**src/rtl/pattern_event_counter.sv**
```systemverilog
// -----------------------------------------------------------------------------
// pattern_event_counter
//
// Purpose:
//   Counts the hits reported by the upstream serial pattern detector over a
//   fixed window of WINDOW clock cycles. hit[0] means "111" was seen and
//   hit[1] means "001" was seen. At the end of each window both counts are
//   captured into a one-deep output buffer. That buffer is read through a
//   valid/ready handshake.
//
// Parameters:
//   WINDOW  window length in clock cycles (>= 2)
//   CNT_W   width of each running counter and each snapshot field
//
// Ports:
//   clock      in   1      single clock, all state updates on posedge
//   reset      in   1      synchronous, active-high reset
//   hit        in   2      detector hit vector, sampled every cycle
//   out_ready  in   1      consumer ready
//   out_valid  out  1      snapshot pending in the output buffer
//   cnt_111    out  CNT_W  bit0 hit count of the last completed window
//   cnt_001    out  CNT_W  bit1 hit count of the last completed window
//   overrun    out  1      sticky: a window ended while a snapshot was pending
//
// Handshake:
//   A transfer happens on a posedge where out_valid && out_ready. out_valid
//   may rise without out_ready. While out_valid is high and no transfer
//   occurs, the snapshot fields hold, except when an overrun overwrites them.
//
// Configuration:
//   PEC_OVERWRITE_EN  defined   : on overrun the pending snapshot is replaced
//                                 by the new window's counts (newest wins)
//                     undefined : on overrun the new counts are dropped and
//                                 the pending snapshot is kept (oldest wins)
//
// Debug:
//   The output FSM state is held in state_q, of type state_t (EMPTY/FULL).
//   out_valid is a direct decode of that state.
// -----------------------------------------------------------------------------
module pattern_event_counter #(
   parameter int WINDOW = 16,
   parameter int CNT_W  = 8
) (
   input  logic             clock,
   input  logic             reset,
   input  logic [1:0]       hit,
   input  logic             out_ready,
   output logic             out_valid,
   output logic [CNT_W-1:0] cnt_111,
   output logic [CNT_W-1:0] cnt_001,
   output logic             overrun
);

   localparam int TW = (WINDOW > 1) ? $clog2(WINDOW) : 1;
   localparam logic [TW-1:0]    TIMER_LAST = TW'(WINDOW - 1);
   localparam logic [CNT_W-1:0] CNT_MAX    = '1;

   typedef enum logic {
      EMPTY = 1'b0,
      FULL  = 1'b1
   } state_t;

   state_t           state_q, state_d;
   logic [TW-1:0]    timer_q, timer_d;
   logic [CNT_W-1:0] run_111_q, run_111_d;
   logic [CNT_W-1:0] run_001_q, run_001_d;
   logic [CNT_W-1:0] snap_111_q, snap_111_d;
   logic [CNT_W-1:0] snap_001_q, snap_001_d;
   logic             overrun_q, overrun_d;

   logic             win_end;
   logic             transfer;
   logic             load_snap;
   logic [CNT_W-1:0] sum_111;
   logic [CNT_W-1:0] sum_001;

   // ---------------------------------------------------------------------------
   // Window timer and running counters
   // ---------------------------------------------------------------------------
   assign win_end  = (timer_q == TIMER_LAST);
   assign transfer = (state_q == FULL) && out_ready;

   // The count including this cycle's hit, saturating at CNT_MAX. At the end
   // of a window this value is the snapshot, so a hit in the last cycle
   // belongs to the window that is ending.
   always_comb begin
      sum_111 = run_111_q;
      sum_001 = run_001_q;
      if (hit[0] && (run_111_q != CNT_MAX)) begin
         sum_111 = run_111_q + CNT_W'(1);
      end
      if (hit[1] && (run_001_q != CNT_MAX)) begin
         sum_001 = run_001_q + CNT_W'(1);
      end
   end

   always_comb begin
      timer_d   = timer_q + TW'(1);
      run_111_d = sum_111;
      run_001_d = sum_001;
      if (win_end) begin
         timer_d   = '0;
         run_111_d = '0;
         run_001_d = '0;
      end
   end

   // ---------------------------------------------------------------------------
   // Output buffer FSM: next state and snapshot control
   // ---------------------------------------------------------------------------
   always_comb begin
      state_d    = state_q;
      overrun_d  = overrun_q;
      load_snap  = 1'b0;
      snap_111_d = snap_111_q;
      snap_001_d = snap_001_q;

      case (state_q)
         EMPTY: begin
            if (win_end) begin
               state_d   = FULL;
               load_snap = 1'b1;
            end
         end
         FULL: begin
            if (win_end) begin
               state_d = FULL;
               if (transfer) begin
                  // The old snapshot leaves on this edge and the new one
                  // takes its place, so nothing is lost.
                  load_snap = 1'b1;
               end else begin
                  overrun_d = 1'b1;
`ifdef PEC_OVERWRITE_EN
                  load_snap = 1'b1;
`else
                  load_snap = 1'b0;
`endif
               end
            end else if (transfer) begin
               state_d = EMPTY;
            end
         end
         default: begin
            state_d = EMPTY;
         end
      endcase

      if (load_snap) begin
         snap_111_d = sum_111;
         snap_001_d = sum_001;
      end
   end

   // ---------------------------------------------------------------------------
   // State registers
   // ---------------------------------------------------------------------------
   always_ff @(posedge clock) begin
      if (reset) begin
         state_q    <= EMPTY;
         timer_q    <= '0;
         run_111_q  <= '0;
         run_001_q  <= '0;
         snap_111_q <= '0;
         snap_001_q <= '0;
         overrun_q  <= 1'b0;
      end else begin
         state_q    <= state_d;
         timer_q    <= timer_d;
         run_111_q  <= run_111_d;
         run_001_q  <= run_001_d;
         snap_111_q <= snap_111_d;
         snap_001_q <= snap_001_d;
         overrun_q  <= overrun_d;
      end
   end

   assign out_valid = (state_q == FULL);
   assign cnt_111   = snap_111_q;
   assign cnt_001   = snap_001_q;
   assign overrun   = overrun_q;

endmodule

```
**config.mk**
```make
export PLATFORM = sky130hd
export DESIGN_NAME = pattern_event_counter
export DESIGN_NICKNAME = d
export VERILOG_FILES = /design/src/rtl/pattern_event_counter.sv
export SDC_FILE = /design/constraint.sdc
export NUM_CORES = 1
export LEC_CHECK = 0
export CORE_MARGIN = 2
export CORE_UTILIZATION = 38
export DETAILED_ROUTE_END_ITERATION = 6
export PLACE_DENSITY = 0.68
export SLEW_MARGIN = 40
export SYNTH_ARGS = -nofsm -noshare
export SYNTH_HDL_FRONTEND = slang
export SYNTH_SLANG_ARGS = --single-unit
```
**constraint.sdc**
```tcl
create_clock -name clock -period 1.5 [get_ports clock]
set_input_delay 0.3 -clock clock [delete_from_list [all_inputs] [get_ports clock]]
set_output_delay 0.3 -clock clock [all_outputs]
set_load 0.03 [all_outputs]
```
[Yosys cells after proc, flatten, opt, wreduce, memory -nomap -nowiden]
Index checks and enable logic that the tools add are counted.
Operators by class
  divide/modulo/power cells: 0
  eq/ne operators: 3
  shifts and indexed selects: 0
  $lt $le $gt $ge: 0
  mux-type cells: 9
  bitwise logic cells: 2
  $add $sub $neg: 3
  reductions and logical operators: 5
  $mul: 0
Operators with widths (count)
  8-bit by 1-bit adder with 8-bit output (second input constant): 2
  8-bit 2-to-1 mux: 2
  8-bit != test (second input constant): 2
  1-bit 2-to-1 mux: 5
  4-bit by 1-bit adder with 4-bit output (second input constant): 1
  4-bit equality test (second input constant): 1
  1-bit one-hot mux with 2 select lines: 2
  1-bit logical AND: 3
  3-bit AND reduction: 1
  1-bit inverter: 2
  2-bit OR reduction: 1
Word-level totals
  RAM bits: 0
  register bits: 38
  bits in latches: 0
  input bits: 5
  memories kept: 0
  output and inout port bits: 18
  memory bits (read-only): 0
  logic and storage cells: 29

[Depth between registers and ports, before layout]
Gate-level depths: netlist (run 1).
  word-level depth: 4
  depth in mapped cells: 6
  mapped depth without buffers: 5

[Least setup slack after synthesis (run 1)]
OpenSTA, ideal clock, no wires.
  kind: reg-to-reg
  start point: register run_001_q[0]
  end point: register snap_001_q[6], in the netlist cnt_001[6]
  clock period less this slack: 1.482 ns
  path buffers: 0
  data arrival time: 1.362 ns
  slack: 0.018 ns
  cell stages (with the launch flop): 6
  data required time: 1.380 ns
  library setup time: 0.120 ns
  cells stage by stage: dfxtp_1 ha_1 nand3_1 or4b_1 o211ai_1 a21oi_1
On the way
  word-level cells in the longest chain between the ends: 3
  elaborated cells on any way between the ends: 4
  classes of those cells: add/sub: 1; eq/ne: 1; mux: 1; reduce/logical: 1
Ends and longest elaborated chain
  start, declared: line 66  | logic [CNT_W-1:0] run_001_q, run_001_d;
  start signal, assigned: line 171  | run_001_q <= run_001_d;
  parallel branches: the longest is 2 deep, another holds 8-bit by 1-bit adder with 8-bit output
  8-bit 2-to-1 mux (*): line 92  | if (hit[1] && (run_001_q != CNT_MAX)) begin
  end signal, assigned: line 173  | snap_001_q <= snap_001_d;
  end, declared: line 68  | logic [CNT_W-1:0] snap_001_q, snap_001_d;
Mark *: on every way between the ends.
A chain may end at the register's enable or synchronous reset.

[Worst setup path after layout (run 1)]
  start point: register run_001_q[1]
  end point: register snap_001_q[6], in the netlist cnt_001[6]
Same word-level chain as after synthesis.

==> results.md, run 1 <==
* H-tree depth at 2
* Worst vdd ir at 0.585 mV
* Max Clk Rate at around 700 MHz
* DIE HEIGHT at roughly 68 um
* Fin nets at between 200 and 250
* Startpoint Class: register
* Actual slew at the worst max-slew pin at a little over 300 ps
* Outcome: finished, final reports clean
* GRT overflow at 0
* Layout cells sized above 1 at between 20% and 30%
* Clock Skew at about 6 ps
* CTS Buf Count at 5
* Final Instance Count excl. Fillers at 273
* Hold depth at 2
* Final period util at between 90 and 100%
* Required @ worst endpoint at roughly 1700 ps
* Filler cells at approximately 360
* Drc violations at 0
* Mapped Nets at roughly 180
* Hold_buf cts at 0
* Slew Limit Fails at 0
* Synth top area share at roughly 48%
* Worst min-delay path category: register to register
* Avg WL per Cell at approximately 12 um
* Final WL at about 3300 um
* Minimum clock period at approximately 1400 ps
* Largest net degree at the start of global routing at 15
* Core area at ~4000 um^2
* Distinct cells, synth at 37
* Final Hold Viols at 0
* Worst-path clk slew at 70 ps
* Leak pwr at around 0.9 nW
* PD cells at 861 nW/um^2
* Slew margin rel. at between 70% and 80%
* Post-DP HPWL at roughly 2300 um
* CTS tree: built
* # placed instances at roughly 260
* Yosys warnings at 0
* Area grow syn2layout at 38.6%
* Post-Syn Area at about 1600 um^2
* Clock Tree Buf Depth at 2
* Root Driver: clkbuf_8
* Top post-synthesis cells by area: dfxtp_1, nor2_1, nand2b_1
* Antenna violations before repair at 0
* Tot GR Track Use at 16.1%
* Antenna viol nets, final at 0
* Die area at 4680 um^2
* Iter 0 DRT Violations at 73
* Row cnt at 23
* Worst EP arrival at around 1600 ps
* Number of setup violations in the final report at 0
* Number of synthesized register bits at 38
* Worst setup EP type: register
* Via count at between 1,000 and 1,500
* Sequential fraction of the synthesis area at between 40% and 50%
* Setup TNS at 0 ps
* # diodes at 0
* Port Buffers at 22
* First-pass GRT wire length at 5530 um
* Commonest cells after routing, fill and taps aside: dfxtp_1, nor2_1, buf_4
* CP Max Fanout at 5
* Syn Area/Cell at 9.12 um^2
* Maxcap violations at 0
* Synth area leader: dfxtp_1
* Cell count after synthesis at around 170
* Worst-Skew Late Latency at roughly 290 ps
* Initial Util at roughly 39%
* Critical path class: register to register
* Number of I/O pins at 23
* Commonest non-fill, non-tap cell in the layout: dfxtp_1
* Die W at between 60 and 70 um
* Vias in the first global route at between 1,000 and 1,500
* Drt via density at between 4 and 5
* FF-to-FF path depth at 5
* # clock sinks at 38
* Routability congestion estimate at 0.851
* DRT Pass-1 Iters at 4
stage by stage:
step	hold WS [ps]	setup WS (ps)	power, mW	util (%)	area, um^2
finish	471	76.2	1.88	54.7	2190
global route	506	-4.59	1.97	54.7	2190
CTS	479	18.8	1.89	52.2	2090
detailed placement	470	-237	1.17	50.3	2010
global placement	461	-226	1.17	50.3	2010
floorplan	418	17.8	1.12	-	1580
final timing paths:
kind | startpoint | end | slack, ps
max | run_001_q[1] | cnt_001[6] | 80
min | cnt_001[4] | cnt_001[4] | 470
min reg2reg | cnt_001[4] | cnt_001[4] | 470
max reg2reg | run_001_q[1] | cnt_001[6] | 80
area by class of cell:
| type | count | area [um^2] | share of cell area, % |
|---|---|---|---|
| clock buffer | 7 | 86.3 | 3.95 |
| clock inverter | 1 | 5.00 | 0.229 |
| inverter | 2 | 7.51 | 0.343 |
| multi-input combinational | 126 | 838 | 38.3 |
| sequential | 38 | 768 | 35.1 |
| tap | 50 | 62.6 | 2.86 |
| timing repair buffer | 49 | 419 | 19.2 |
synth_stat cells (all sizes together):
master	n
dfxtp	38
nor2	32
nand2b	11
nand2	10
a211oi	7
a21oi	7
nand3	7
mux2i	6
o22ai	6
buf	5
nand4	5
o21ai	4
ha	3
nor3	3
o211ai	3
xnor2	3
xor2	3
a31oi	2
and3	2
and4	2
clkbuf	2
inv	2
or3	2
a2111oi	1
a21o	1
a31o	1
nor2b	1
nor3b	1
o2111a	1
o21ba	1
or4b	1
critical path, stage by stage (launching register included):
cell      delay (ps)
dfxtp_4          370
ha_4             170
nand3_4           80
or4b_4           520
o211ai_1          90
a21oi_1           80
metal layers:
| layer | global-route usage [%] | routed length [um] | vias up |
|---|---|---|---|
| li1 | - | - | 717 |
| met1 | 21.0 | 1590 | 600 |
| met2 | 24.5 | 1490 | 25 |
| met3 | 3.62 | 120 | 7 |
| met4 | 9.00 | 83 | 0 |
| met5 | 0 | 0 | - |
cells by family after synthesis:
| kind of cell | Yosys count | share of synthesized area (%) |
|---|---|---|
| buffers and inverters | 9 | 2.70 |
| XOR/XNOR | 6 | 3.33 |
| adder cells (fa/ha/maj) | 3 | 2.38 |
| multiplexers | 6 | 3.81 |
| flip-flops | 38 | 48.2 |
| AO/OA/AOI/OAI | 34 | 15.0 |
| AND/OR/NAND/NOR | 77 | 24.6 |
power by group:
group          switching (mW)  internal, mW
registers              0.0198          1.03
logic                  0.0551        0.0626
clock network           0.347         0.370
state kept, by name, indices dropped and copies added, names as in the netlist:
register and count:
cnt_001 8, cnt_111 8, run_001_q 8, run_111_q 8, timer_q 4, out_valid 1
overrun 1
repair_timing:
action / 4_1_cts / 5_1_grt
pin swaps: 0 / 7
buffers inserted: 0 / 4
gates resized for setup: 20 / 16
endpoints found under the setup margin: 21 / 18
(Power assumes the default switching activity.)
==> run 2, diff against run 1 <==
--- a/config.mk
+++ b/config.mk
@@ -5,6 +5,7 @@
 export SDC_FILE = /design/constraint.sdc
 export NUM_CORES = 1
 export LEC_CHECK = 0
+export CORE_ASPECT_RATIO = 0.6
 export CORE_MARGIN = 2
 export CORE_UTILIZATION = 38
 export DETAILED_ROUTE_END_ITERATION = 6
==> run 2 against run 1 <==
  * Non-clock buffer count is 3 lower
  * Cell count is 1.1% lower
  * Clock skew is 3.3 ps lower
  * Power is 0.82% higher
  * Worst hold slack better by 7.4 ps
  * Maximum frequency is 0.74% lower
  * Routed wire length is 5.8% higher
  * Clock-buffer cell count stayed put
  * Critical path type unchanged
  * Largest power group unchanged
==> results.md, run 2 (synthesis results as in run 1) <==
* Outcome: finished, final reports clean
* Via count at 1,337 (-0.89%)
* Worst EP arrival at 1620 ps (about the same)
* R2R Path Start: run_001_q[1]
* First-pass GRT wire length at 5840 um (+5.8%)
* H-tree depth at 2 (unchanged)
* # clock sinks at 38 (unchanged)
* Sw Share at 22.8% (+0.39 points)
* Switching pwr at 0.433 mW (+2.6%)
* Area grow syn2layout at 36.9%
* Routability congestion estimate at 0.814 (-4.4%)
* Iter 0 DRT Violations at 23 (-68%)
* Internal cell power at 1.47 mW (+0.31%)
* PD cells at 879 nW/um^2 (+2.1%)
* GRT overflow at 0 (unchanged)
* Port Buffers at 22 (unchanged)
* Core area at 4050 um^2 (+1.3%)
* Fin nets at 227 (-1.3%)
* CTS Buf Count at 5 (unchanged)
* Critical path class: register to register
* Worst min-delay path category: register to register
* Clock Skew at 2.73 ps (-3.32 ps)
* Number of setup violations in the final report at 0 (unchanged)
* CTS tree: built
* Worst-Skew Late Latency at 290 ps (about the same)
* Required @ worst endpoint at 1680 ps (about the same)
* Slew Limit Fails at 0 (unchanged)
* Commonest cells after routing, fill and taps aside: dfxtp_1, nor2_1, buf_4
* DIE HEIGHT at 53.9 um (-21%)
* Antenna violations before repair at 0 (unchanged)
* Largest net degree at the start of global routing at 20 (+5)
* FF-to-FF path depth at 5 (unchanged)
* Die area at 4700 um^2 (+0.36%)
* Avg WL per Cell at 12.9 um (+7.0%)
* Worst-path clk slew at 70 ps (about the same)
* CP Max Fanout at 4 (-1)
* Leak pwr at 0.885 nW (-1.5%)
* Final worst slack at 65.7 ps (-10.5 ps)
* Clk network pwr share at 38.2% (about the same)
* Hold depth at 2 (unchanged)
* WHS Endpoint: cnt_111[2]
* Crit path from: run_001_q[1]
* Reg2reg setup slack at 70 ps (about the same)
* Setup TNS at 0 ps (unchanged)
* Drt via density at 4.95 (+0.21%)
* Final period util at 95.6% (+0.70 points)
* Root Driver: clkbuf_8
* Filler cells at 403 (+12%)
* Commonest non-fill, non-tap cell in the layout: dfxtp_1
* DRT Pass-1 Iters at 4 (unchanged)
* Final Instance Count excl. Fillers at 270 (-1.1%)
* Tot GR Track Use at 16.6% (+0.49 points)
* Initial Util at 38.9% (-0.52 points)
* Post-DP HPWL at 2460 um (+5.2%)
* Worst vdd ir at 0.569 mV (-2.8%)
* Final WL at 3470 um (+5.8%)
* Maxcap violations at 0 (unchanged)
* Flop pwr share at 55.0% (-0.7 points)
* Antenna viol nets, final at 0 (unchanged)
* # diodes at 0 (unchanged)
* Startpoint Class: register
* Layout cells sized above 1 at 22.7% (-1.0 points)
* Worst setup EP type: register
* Clock Tree Buf Depth at 2 (unchanged)
* Slew margin rel. at 79.6% (+0.49 points)
* Final core utilization at 53.3% (-1.4 points)
* Hold Path Origin: cnt_111[2]
* Number of I/O pins at 23 (unchanged)
* Vias in the first global route at 1,263 (+3.1%)
* Final Hold Viols at 0 (unchanged)
* Post-layout power at 1.90 mW (+0.82%)
* Row cnt at 18 (-22%)
* Combinational Power Share at 6.8% (+0.6 points)
* Actual slew at the worst max-slew pin at 305 ps (-4.69 ps)
* Hold_buf cts at 0 (unchanged)
* # placed instances at 260 (-0.38%)
* Die W at 87.2 um (+27%)
* Place WS at -262 ps (-25.2 ps)
* Max Clk Rate at 697 MHz (-0.74%)
* Drc violations at 0 (unchanged)
* R2R Path End: cnt_001[6]
* Minimum clock period at 1430 ps (+10.5 ps)
## run 2: critical path: stages, from the launching register on
cell and delay, ps:
dfxtp_4 370, ha_4 150, nand3_1 100, or4b_1 500
o211ai_1 120, a21oi_1 90
## run 2: how the worst max path moves through the flow
stage                            end  cells past startpoint
after global placement    cnt_001[6]                      5
after global routing      cnt_111[1]                      6
after CTS                 cnt_111[3]                      6
final                     cnt_001[6]                      5
after floorplan           cnt_001[6]                      5
after detailed placement  cnt_001[6]                      5
## run 2: cell type report
class / count / area (um^2) / share of cell area [%]
multi-input cells: 126 / 826 / 38.2
flip-flops and latches: 38 / 767 / 35.5
repair buffers: 46 / 405 / 18.8
clock buffers: 7 / 86.3 / 4.00
well taps: 50 / 62.6 / 2.90
inverters: 2 / 7.51 / 0.348
clock inverters: 1 / 5.00 / 0.232
## run 2: what timing repair did
action                                  4_1_cts  5_1_grt
pin swaps                                     0        3
gates resized for setup                      19       15
endpoints found under the setup margin       20       19
buffers inserted                              0        2
## run 2: stage by stage
stage	instance area (um^2)	hold slack, ps
after global routing	2160	496
after detailed placement	2020	461
after global placement	2020	466
final	2160	478
after floorplan	1580	418
after CTS	2090	477
## run 2: routing by layer
metal	track usage, %	up-vias	wire length (um)	share of wire (%)
met5	0	-	0	0
met4	4.62	0	21	0.60
met3	5.06	3	145	4.2
met2	23.2	24	1390	40
met1	24.7	605	1910	55
li1	-	705	-	-
## run 2: power groups by stage
stage               clock (mW)  combinational, mW  sequential, mW
global placement             0              0.115            1.06
CTS                      0.744              0.118            1.04
global route             0.800              0.143            1.05
detailed placement           0              0.117            1.06
floorplan                    0             0.0587            1.06
finish                   0.726              0.128            1.04
==> run 3, diff against run 2 <==
--- a/config.mk
+++ b/config.mk
@@ -8,6 +8,7 @@
 export CORE_ASPECT_RATIO = 0.6
 export CORE_MARGIN = 2
 export CORE_UTILIZATION = 38
+export CTS_CLUSTER_SIZE = 10
 export DETAILED_ROUTE_END_ITERATION = 6
 export PLACE_DENSITY = 0.68
 export SLEW_MARGIN = 40
==> results of run 3 <==
Final layout, timing and power as in run 2 (identical DEF).
